<file path="src/rtl/mem_stage_ctrl.sv">
// Memory-stage controller: runs the load/store handshake to a multi-cycle data
// memory, stalls upstream while an access is outstanding, and delivers one write-back result per instruction.
module mem_stage_ctrl #(
  parameter int unsigned TIMEOUT = 16
) (
  input  logic        clk,
  input  logic        rst,
  input  logic        ex_valid,
  input  logic        ex_mem_rd,
  input  logic        ex_mem_wr,
  input  logic [15:0] ex_result,
  input  logic [15:0] ex_wdata,
  output logic [15:0] mem_addr,
  output logic [15:0] mem_wdata,
  output logic        mem_rd,
  output logic        mem_wr,
  input  logic [15:0] mem_rdata,
  input  logic        mem_done,
  input  logic        mem_err,
  output logic        stall,
  output logic        wb_valid,
  output logic [15:0] wb_data,
  output logic        err
);

  typedef enum logic [1:0] {IDLE, REQ, WAIT, DONE} state_t;

  localparam logic [7:0] TO_LAST = 8'(TIMEOUT - 1);

  state_t      state, state_nxt;
  logic        op_wr, op_wr_nxt;
  logic [7:0]  cnt, cnt_nxt;
  logic [15:0] addr_nxt, wdata_nxt, wb_data_nxt;
  logic        wb_valid_nxt, err_nxt;
  logic        is_mem;

  assign is_mem = ex_mem_rd | ex_mem_wr;

  // Strobes decode straight from the registered state, so they last exactly the REQ cycle.
  assign mem_rd = (state == REQ) && !op_wr;
  assign mem_wr = (state == REQ) && op_wr;

  always_ff @(posedge clk) begin
    if (rst) begin
      state     <= IDLE;
      op_wr     <= 1'b0;
      cnt       <= '0;
      mem_addr  <= '0;
      mem_wdata <= '0;
      wb_data   <= '0;
      wb_valid  <= 1'b0;
      err       <= 1'b0;
    end else begin
      state     <= state_nxt;
      op_wr     <= op_wr_nxt;
      cnt       <= cnt_nxt;
      mem_addr  <= addr_nxt;
      mem_wdata <= wdata_nxt;
      wb_data   <= wb_data_nxt;
      wb_valid  <= wb_valid_nxt;
      err       <= err_nxt;
    end
  end

  always_comb begin
    state_nxt    = state;
    op_wr_nxt    = op_wr;
    cnt_nxt      = cnt;
    addr_nxt     = mem_addr;
    wdata_nxt    = mem_wdata;
    wb_data_nxt  = wb_data;
    wb_valid_nxt = 1'b0;
    err_nxt      = err;
    stall        = 1'b0;

    case (state)
      IDLE: begin
        if (ex_valid) begin
          if (!is_mem) begin
            wb_valid_nxt = 1'b1;
            wb_data_nxt  = ex_result;
          end else if (ex_result[0]) begin
            err_nxt      = 1'b1;
            wb_valid_nxt = 1'b1;
            wb_data_nxt  = '0;
          end else begin
            addr_nxt  = ex_result;
            wdata_nxt = ex_wdata;
            op_wr_nxt = ex_mem_wr;
            stall     = 1'b1;
            state_nxt = REQ;
          end
        end
      end

      REQ, WAIT: begin
        stall = 1'b1;
        if (state == REQ) cnt_nxt = '0;
        else              cnt_nxt = cnt + 8'd1;
        // mem_done takes priority over the timeout when both land in the same cycle.
        if (mem_done) begin
          state_nxt    = DONE;
          wb_valid_nxt = 1'b1;
          wb_data_nxt  = op_wr ? '0 : mem_rdata;
          if (mem_err) err_nxt = 1'b1;
        end else if (state == REQ) begin
          state_nxt = WAIT;
        end else if (cnt == TO_LAST) begin
          state_nxt    = DONE;
          wb_valid_nxt = 1'b1;
          wb_data_nxt  = '0;
          err_nxt      = 1'b1;
        end
      end

      DONE: state_nxt = IDLE;

      default: state_nxt = IDLE;
    endcase
  end

endmodule

</file>
<file path="config.mk">
export PLATFORM = sky130hd
export DESIGN_NAME = mem_stage_ctrl
export DESIGN_NICKNAME = d
export VERILOG_FILES = /design/src/rtl/mem_stage_ctrl.sv
export SDC_FILE = /design/constraint.sdc
export NUM_CORES = 1
export LEC_CHECK = 0
export CAP_MARGIN = 15
export CORE_MARGIN = 4
export CORE_UTILIZATION = 42
export DETAILED_ROUTE_END_ITERATION = 10
export PLACE_DENSITY = 0.81
export SKIP_CTS_REPAIR_TIMING = 1
export SLEW_MARGIN = 15
export SYNTH_ARGS = -nofsm -noshare
export SYNTH_HDL_FRONTEND = slang
export SYNTH_SLANG_ARGS = --single-unit
export TNS_END_PERCENT = 50
</file>
<file path="constraint.sdc">
create_clock -name clk -period 2.4 [get_ports clk]
set_clock_uncertainty 0.1 [all_clocks]
set_input_delay 0.48 -clock clk [delete_from_list [all_inputs] [get_ports clk]]
set_output_delay 0.48 -clock clk [all_outputs]
set_load 0.01 [all_outputs]
</file>
Yosys cells after proc, flatten, opt, wreduce, memory -nomap -nowiden
Cells that the tools add are included.

word-level totals
  word-level logic and storage cells = 69
  bits in read-only memories = 0
  bits in registers = 60
  bits of input ports = 55
  bits in latches = 0
  RAM bits = 0
  memories kept = 0
  output and inout bits = 53

operators by class
  $add $sub $neg = 1
  eq/ne operators = 13
  shift-type cells = 0
  $mul = 0
  bitwise operators = 2
  order comparisons = 0
  div/mod/pow operators = 0
  multiplexer cells = 35
  reductions and logical operators = 10

operators by type and width
  kind                 number
  $mux 16              7
  $pmux 16 s2          1
  $mux 1               16
  $mux 2               6
  $ne 3x3->1 const B   4
  $add 8x1->8 const B  1
  $eq 8x4->1 const B   1
  $mux 8               1
  $ne 2x2->1 const B   4
  $reduce_and 4->1     2
  $reduce_and 7->1     1
  $pmux 1 s2           3
  $pmux 2 s3           1
  $reduce_and 5->1     1
  $eq 2x2->1 const B   2
  $ne 4x4->1 const B   1
  $eq 2x1->1 const B   1
  $logic_and 1x1->1    2
  $logic_not 2->1      1
  $reduce_bool 2->1    1
  $reduce_or 2->1      1
  $logic_not 1->1      1
  $not 1->1            1
  $or 1x1->1           1

Depth between registers and ports, before layout
Gate-level depths: netlist of run 1.

  word-level depth = 5
  mapped depth = 9
  mapped depth without buffers = 6

Least setup slack after synthesis of run 1
No wires, ideal clock.

  path type = register to register
  start point = register state[0]
  end point = register wb_data[10]
  stages on the path, launching flop included = 10
  setup slack = 321 ps
  required time = 2166 ps
  setup time = 134 ps
  period minus slack after synthesis = 2079 ps
  data arrival time = 1845 ps
  buffers on the path = 3
  cells stage by stage = dfxtp_1 -> inv_1 -> ha_1 -> buf_2 -> and3b_1 -> a221oi_4 -> and2_1 -> buf_4 -> buf_6 -> a211oi_1

between the ends
  longest elaborated chain between the ends = 4
  elaborated cells between the ends (all ways) = 11
  those cells by class = eq/ne: 6; mux: 1; reduce/logical: 4

RTL lines
  item                                                       RTL line  source
  start, declared                                            30        state_t state, state_nxt;
  start signal, assigned                                     54        state <= state_nxt;
  $eq 2x1->1 or $eq 2x2->1 (tied branches)                   76, 106
  $reduce_or 2->1                                            76        case (state)
  $ne 3x3->1 (no line) or $reduce_bool 2->1 (tied branches)  n/a
  $reduce_and 5->1 (no line)                                 n/a
  end signal, assigned                                       59        wb_data <= wb_data_nxt;
  end, declared                                              22        output logic [15:0] wb_data,

Several ways; a longest one is shown, not always the timed one.
A chain may end at the register's enable or synchronous reset.

Worst setup path after layout of run 1
  start point = register state[1]
  end point = output mem_rd

between the ends
  longest elaborated chain between the ends = 2

RTL lines
  item               RTL line  source
  $eq 2x1->1         40        assign mem_rd = (state == REQ) && !op_wr;
  $logic_and 1x1->1  40
  end, declared      15        output logic mem_rd,

No other way between the ends.

==> results of run 1 <==
## worst min-delay path by stage
stage                                          from                         to  depth (start not counted)
after floorplan                  op_wr$_SDFFE_PP0P_         op_wr$_SDFFE_PP0P_                          2
after global placement    mem_wdata[8]$_SDFFE_PP0P_  mem_wdata[8]$_SDFFE_PP0P_                          2
after detailed placement  mem_wdata[4]$_SDFFE_PP0P_  mem_wdata[4]$_SDFFE_PP0P_                          2
after CTS                 mem_wdata[1]$_SDFFE_PP0P_  mem_wdata[1]$_SDFFE_PP0P_                          2
after global routing      mem_wdata[4]$_SDFFE_PP0P_  mem_wdata[4]$_SDFFE_PP0P_                          2
final                     mem_wdata[1]$_SDFFE_PP0P_  mem_wdata[1]$_SDFFE_PP0P_                          2
## state kept, by name, summed over array words and instances (netlist names)
register	flops
mem_wdata	16
wb_data	16
wb_valid	1
state	2
op_wr	1
cnt	8
err	1
mem_addr	15
## placed cells by master, fill, tap and decap left out, types with 2 or more instances in the layout
master / synthesis / routed
clkbuf_8: 0 / 11
a21oi_1: 53 / 53
a211oi_1: 17 / 17
clkdlybuf4s50_1: 0 / 104
ha_1: 4 / 3
buf_4: 2 / 17
nor2_1: 11 / 10
xor2_1: 4 / 4
nand4_1: 3 / 3
inv_1: 4 / 4
a22oi_1: 17 / 17
o21ai_0: 5 / 5
nand2_1: 69 / 69
dfxtp_1: 60 / 60
or3_1: 2 / 2
and2_1: 2 / 2
## power by group through the flow
stage | clock (mW) | combinational [mW] | sequential (mW)
floorplan | 0 | 0.827 | 1.32
CTS | 0.919 | 1.52 | 1.24
global route | 0.968 | 1.65 | 1.26
global placement | 0 | 1.49 | 1.25
finish | 0.897 | 1.51 | 1.24
detailed placement | 0 | 1.52 | 1.26
## worst max-delay path: stages (launching register included)
cell,delay (ns)
dfxtp_1,0.31
inv_1,0.11
ha_2,0.25
nor2b_1,0.15
clkdlybuf4s50_1,0.55
## cells by family (layout without fill, tap and decap cells)
kind of cell             after synthesis  after routing  synth area share [%]
buffers and inverters                 24            142                  4.89
flip-flops                            60             60                  47.9
multiplexers                           2              2                 0.848
AND/OR/NAND/NOR                       97             97                  16.8
AO/OA/AOI/OAI                        101            101                  26.0
adder cells (fa/ha/maj)                4              4                  2.00
other                                  1              1                 0.150
XOR/XNOR                               4              4                  1.40
## metal layers
metal	vias up	part of all wire, %	GRT usage, %
li1	1264	-	-
met1	1164	43	24.4
met2	71	49	33.7
met3	12	7.1	7.86
met4	0	1.7	7.34
met5	-	0	0
## final cells by class
cell class	instances	share of cell area [%]
Clock buffer	12	3.99
Clock inverter	2	0.900
Inverter	4	0.386
Multi-Input combinational cell	209	30.5
Sequential cell	60	30.9
Tap cell	72	2.32
Timing Repair Buffer	124	31.0
## stage by stage
stage / power, mW / area [um2] / worst slack, ns / cells
final: 3.65 / 3890 / 0.112 / 483
after global routing: 3.88 / 3890 / 0.0228 / 483
after CTS: 3.68 / 3890 / -0.116 / 483
after detailed placement: 2.78 / 3700 / -0.116 / 469
after global placement: 2.74 / 3700 / -0.107 / 469
after floorplan: 2.14 / 2510 / 0.321 / 293
==> results.py, run 1 <==
metrics = {
    "clock_network": {
        "cts-root-buf": "clkbuf_8",
        "cts_sinks": 60,
        "cts_buffer_depth": 2,
        "cts_buffers": 9,
        "cts_max_level": 3,
        "cts_tree": "yes",
        "path_clk_slew_ns": 0.06,
        "clk_latency_ns": 0.33,
    },
    "power_and_ir_drop": {
        "power_frac_seq_pct": 34.0,
        "internal_power_mw": 2.44,
        "p_leak_nw": 1.43,
        "sw_frac_of_total_pct": 33.2,
        "pwr-share-comb_pct": 41.4,
        "ir_drop_mv": 0.596,
        "p_clk_share_pct": 24.6,
        "p_switching_mw": 1.21,
        "p_per_area_mw_per_mm2": 937,
    },
    "timing": {
        "min_period_ns": 2.29,
        "finalHoldViolations": 0,
        "drv_slew": 0,
        "setup_viol": 0,
        "whs_ns": 0.353,
        "fin_crit_sh_pct": 95.3,
        "finalSetupTns_ns": 0,
        "fmax_ghz": 0.437,
        "rsz0062_at_grt": "false",
    },
    "synth": {
        "synth_cell_types": 40,
        "yosys.area.top_type": "dfxtp_1",
        "syn_area_mm2": 0.00251,
        "ys_seq_area_share_pct": 47.9,
        "avgSynthCellArea_um2": 8.56,
        "ys_ff_latch": 60,
        "ys_warn_count": 0,
        "synth.most_common_cell": "nand2_1",
        "yosys-top-cells-area": "dfxtp_1, a21oi_1, nand2_1",
        "netlist.area_leader.share_pct": 47.9,
        "synth_common_cells": "nand2_1, dfxtp_1, a21oi_1, a211oi_1, a22oi_1",
        "syn-num-nets": 352,
        "synth_ff_type": "dfxtp_1",
        "synth_enable_flop_cells": 0,
        "postSynthCellCount": 293,
        "async_reset_ff_share_pct": 0,
    },
    "drt": {
        "vias": 2511,
        "drt_iter0_drc": 110,
        "wirelength_um": 7290,
        "via_per_inst": 5.20,
        "firstDrtPassIters": 4,
        "drc": 0,
        "antenna_left": 0,
        "routedWlPerCell_um": 15.1,
    },
    "finish": {
        "insertedDiodeCount": 0,
        "final_util_pct": 69.0,
        "nets": 467,
        "multi_input_area_mm2": 0.00119,
        "drive_gt1_share_pct": 9.73,
        "syn2layout_area_growth_pct": 55.2,
        "final-seq-area_mm2": 0.00120,
        "nFillCells": 465,
    },
    "die": {
        "die_height_um": 85.3,
        "dieArea_mm2": 0.00727,
        "ioPinCount": 108,
        "rows": 27,
        "core_area_mm2": 0.00564,
        "start_util_pct": 44.4,
        "die_x_um": 85.3,
    },
    "worst_setup_path": {
        "arrival_ns": 1.71,
        "crit_start": "state[1]$_SDFFE_PP0P_",
        "crit_type": "register to primary output",
        "endpoint": "mem_rd",
        "endpoint_kind": "primary output",
        "r2r_slack_ns": 0.28,
        "r2r_cells": 8,
        "rr_endpoint": "wb_data[15]$_SDFFE_PP0P_",
        "critical_path_required_ns": 1.82,
        "reg2reg_from": "state[0]$_SDFFE_PP0P_",
        "startpoint_type": "register",
        "critPathMaxFanout": 6,
    },
    "grt": {
        "grt_pass1_vias": 2423,
        "antenna_found_initial": 0,
        "track_usage_pct": 20.5,
        "grt_max_degree": 33,
        "grt_first_pass_wirelength_um": 11800,
        "grt_overflow": 0,
    },
    "place": {
        "hpwlAfterDp_um": 5490,
        "place_congestion": 0.825,
        "portBuffers": 106,
    },
    "run": {
        "max-cap-violations": 0,
    },
    "status": {
        "status": "complete, no violations",
    },
    "min_path": {
        "hold_class": "register to register",
    },
}
Note: power is estimated with default switching activity, not from simulation.
==> run 2: changes to the inputs <==
Settings changed: ABC_CLOCK_PERIOD_IN_PS from default to 2400, CORE_ASPECT_RATIO from default to 1.4.
==> results.py, run 2 (synthesis gave the netlist of run 1 again) <==
metrics = {
    "worst_setup_path": {
        "cp_num_buf_inv": 2,
        "crit_path_top_delay_cell": "clkdlybuf4s50_1",
        "rr_endpoint": "wb_data[13]$_SDFFE_PP0P_",
        "worst_path_largest_cell_delay_ns": 0.55,
        "reg2reg_from": "state[0]$_SDFFE_PP0P_",
        "crit_family": "buffers and inverters",
        "r2r_slack_ns": 0.33,
        "crit_type": "register to primary output",
        "critPathMaxFanout": 6,
        "arrival_ns": 1.67,
        "endpoint_kind": "primary output",
        "cp_cell_sequence": "inv_1, ha_2, nor2b_1, clkdlybuf4s50_1",
        "r2r_cells": 7,
        "critical_path_required_ns": 1.82,
        "startpoint_type": "register",
    },
    "min_path": {
        "min_from": "mem_wdata[15]$_SDFFE_PP0P_",
        "whs_endpoint": "mem_wdata[15]$_SDFFE_PP0P_",
        "hold_depth": 2,
        "hold_class": "register to register",
    },
    "grt": {
        "busiest_layer": "met2",
        "grt_first_pass_wirelength_um": 11700,
        "grt_max_degree": 33,
        "use_met2_pct": 34.2,
        "grt_use_met3_pct": 4.35,
        "grt_pass1_vias": 2526,
        "antenna_found_initial": 0,
        "use_met1_pct": 23.6,
        "track_usage_pct": 20.3,
        "grt_overflow": 0,
    },
    "timing": {
        "fin_crit_sh_pct": 93.8,
        "fmax_ghz": 0.444,
        "finalHoldViolations": 0,
        "min_period_ns": 2.25,
        "worst_slack_ns": 0.148,
        "rsz0062_at_grt": "false",
        "worst_pin_slew_ns": 0.575,
        "drv_slew": 0,
        "setup_viol": 0,
        "maxSlewHeadroom_pct": 61.7,
    },
    "finish": {
        "multi_input_area_mm2": 0.00119,
        "final-seq-area_mm2": 0.00120,
        "insertedDiodeCount": 0,
        "final_cells": 480,
        "layout_commonest_cell": "clkdlybuf4s50_1",
        "nFillCells": 483,
        "drive_gt1_share_pct": 10.0,
        "top_regs": "mem_wdata x16, wb_data x16, mem_addr x15",
        "mostFrequentLayoutCells": "clkdlybuf4s50_1, nand2_1, dfxtp_1",
        "syn2layout_area_growth_pct": 55.3,
        "nets": 464,
    },
    "die": {
        "core_area_mm2": 0.00582,
        "die_height_um": 99.4,
        "die_x_um": 73.3,
        "ioPinCount": 108,
        "start_util_pct": 43.1,
        "rows": 33,
        "dieArea_mm2": 0.00729,
    },
    "clock_network": {
        "path_clk_slew_ns": 0.06,
        "cts-root-buf": "clkbuf_8",
        "cts_buffer_depth": 2,
        "cts_buffers": 9,
        "cts_max_level": 3,
        "cts_sinks": 60,
        "clk_latency_ns": 0.33,
        "cts_tree": "yes",
    },
    "place": {
        "place_congestion": 0.891,
        "place_inst": 464,
        "portBuffers": 106,
        "post-place-ws_ns": -0.128,
        "hpwlAfterDp_um": 5310,
    },
    "power_and_ir_drop": {
        "p_leak_nw": 1.42,
        "p_per_area_mw_per_mm2": 949,
        "p_total_mw": 3.69,
        "ir_drop_mv": 0.563,
    },
    "drt": {
        "firstDrtPassIters": 4,
        "drt_iter0_drc": 125,
        "routedWlPerCell_um": 15.3,
        "drc": 0,
        "vias": 2564,
        "via_per_inst": 5.34,
        "wirelength_um": 7360,
        "antenna_left": 0,
    },
    "run": {
        "max-cap-violations": 0,
    },
    "status": {
        "status": "complete, no violations",
    },
}
run 2: cell count changes in the layout (fill, tap and decap cells not counted), sizes merged:
cell / delta
clkinvlp: +1
buf: -3
clkinv: +1
run 2: per-layer routing:
layer / up-vias / routed length, um / share of wire, %
met5: - / 0 / 0
met4: 0 / 144 / 2.0
met3: 12 / 523 / 7.1
met2: 96 / 3730 / 51
met1: 1202 / 2960 / 40
li1: 1254 / - / -
run 2: worst max-delay path by stage:
stage	startpoint	to	slack (ns)	depth (start not counted)
after CTS	state[0]$_SDFFE_PP0P_	stall	-0.18	5
after global routing	state[1]$_SDFFE_PP0P_	mem_rd	0.04	4
after global placement	ex_mem_wr	stall	-0.13	5
after floorplan	state[0]$_SDFFE_PP0P_	wb_data[10]$_SDFFE_PP0P_	0.32	9
final	state[1]$_SDFFE_PP0P_	mem_rd	0.15	4
after detailed placement	ex_result[0]	stall	-0.13	5
run 2: through the flow:
step / setup TNS, ns / hold WS, ns / cell area (um2) / util (%)
2_1_floorplan: 0 / 0.358 / 2510 / -
3_3_place_gp: -0.132 / 0.340 / 3680 / 63.3
3_5_place_dp: -0.128 / 0.345 / 3680 / 63.3
4_1_cts: -0.176 / 0.354 / 3890 / 66.8
5_1_grt: 0 / 0.371 / 3890 / 66.9
6_report: 0 / 0.352 / 3890 / 66.9
run 2: layout make-up:
type | instances | area share [%]
flip-flops and latches | 60 | 30.8
repair buffers | 121 | 30.7
clock inverters | 4 | 1.22
well taps | 70 | 2.25
inverters | 4 | 0.386
multi-input cells | 209 | 30.6
clock buffers | 12 | 3.98
run 2: worst reg2reg max path, stage by stage (launching register included):
cell and delay [ns]:
dfxtp_1 0.36, inv_1 0.07, ha_2 0.33, and3b_1 0.25, a221oi_4 0.24, buf_4 0.24, a21oi_1 0.10, a211oi_1 0.27
run 2: where the power goes:
part / internal, mW / switching [mW]
combinational: 0.765 / 0.766
clock: 0.533 / 0.387
sequential: 1.16 / 0.0855
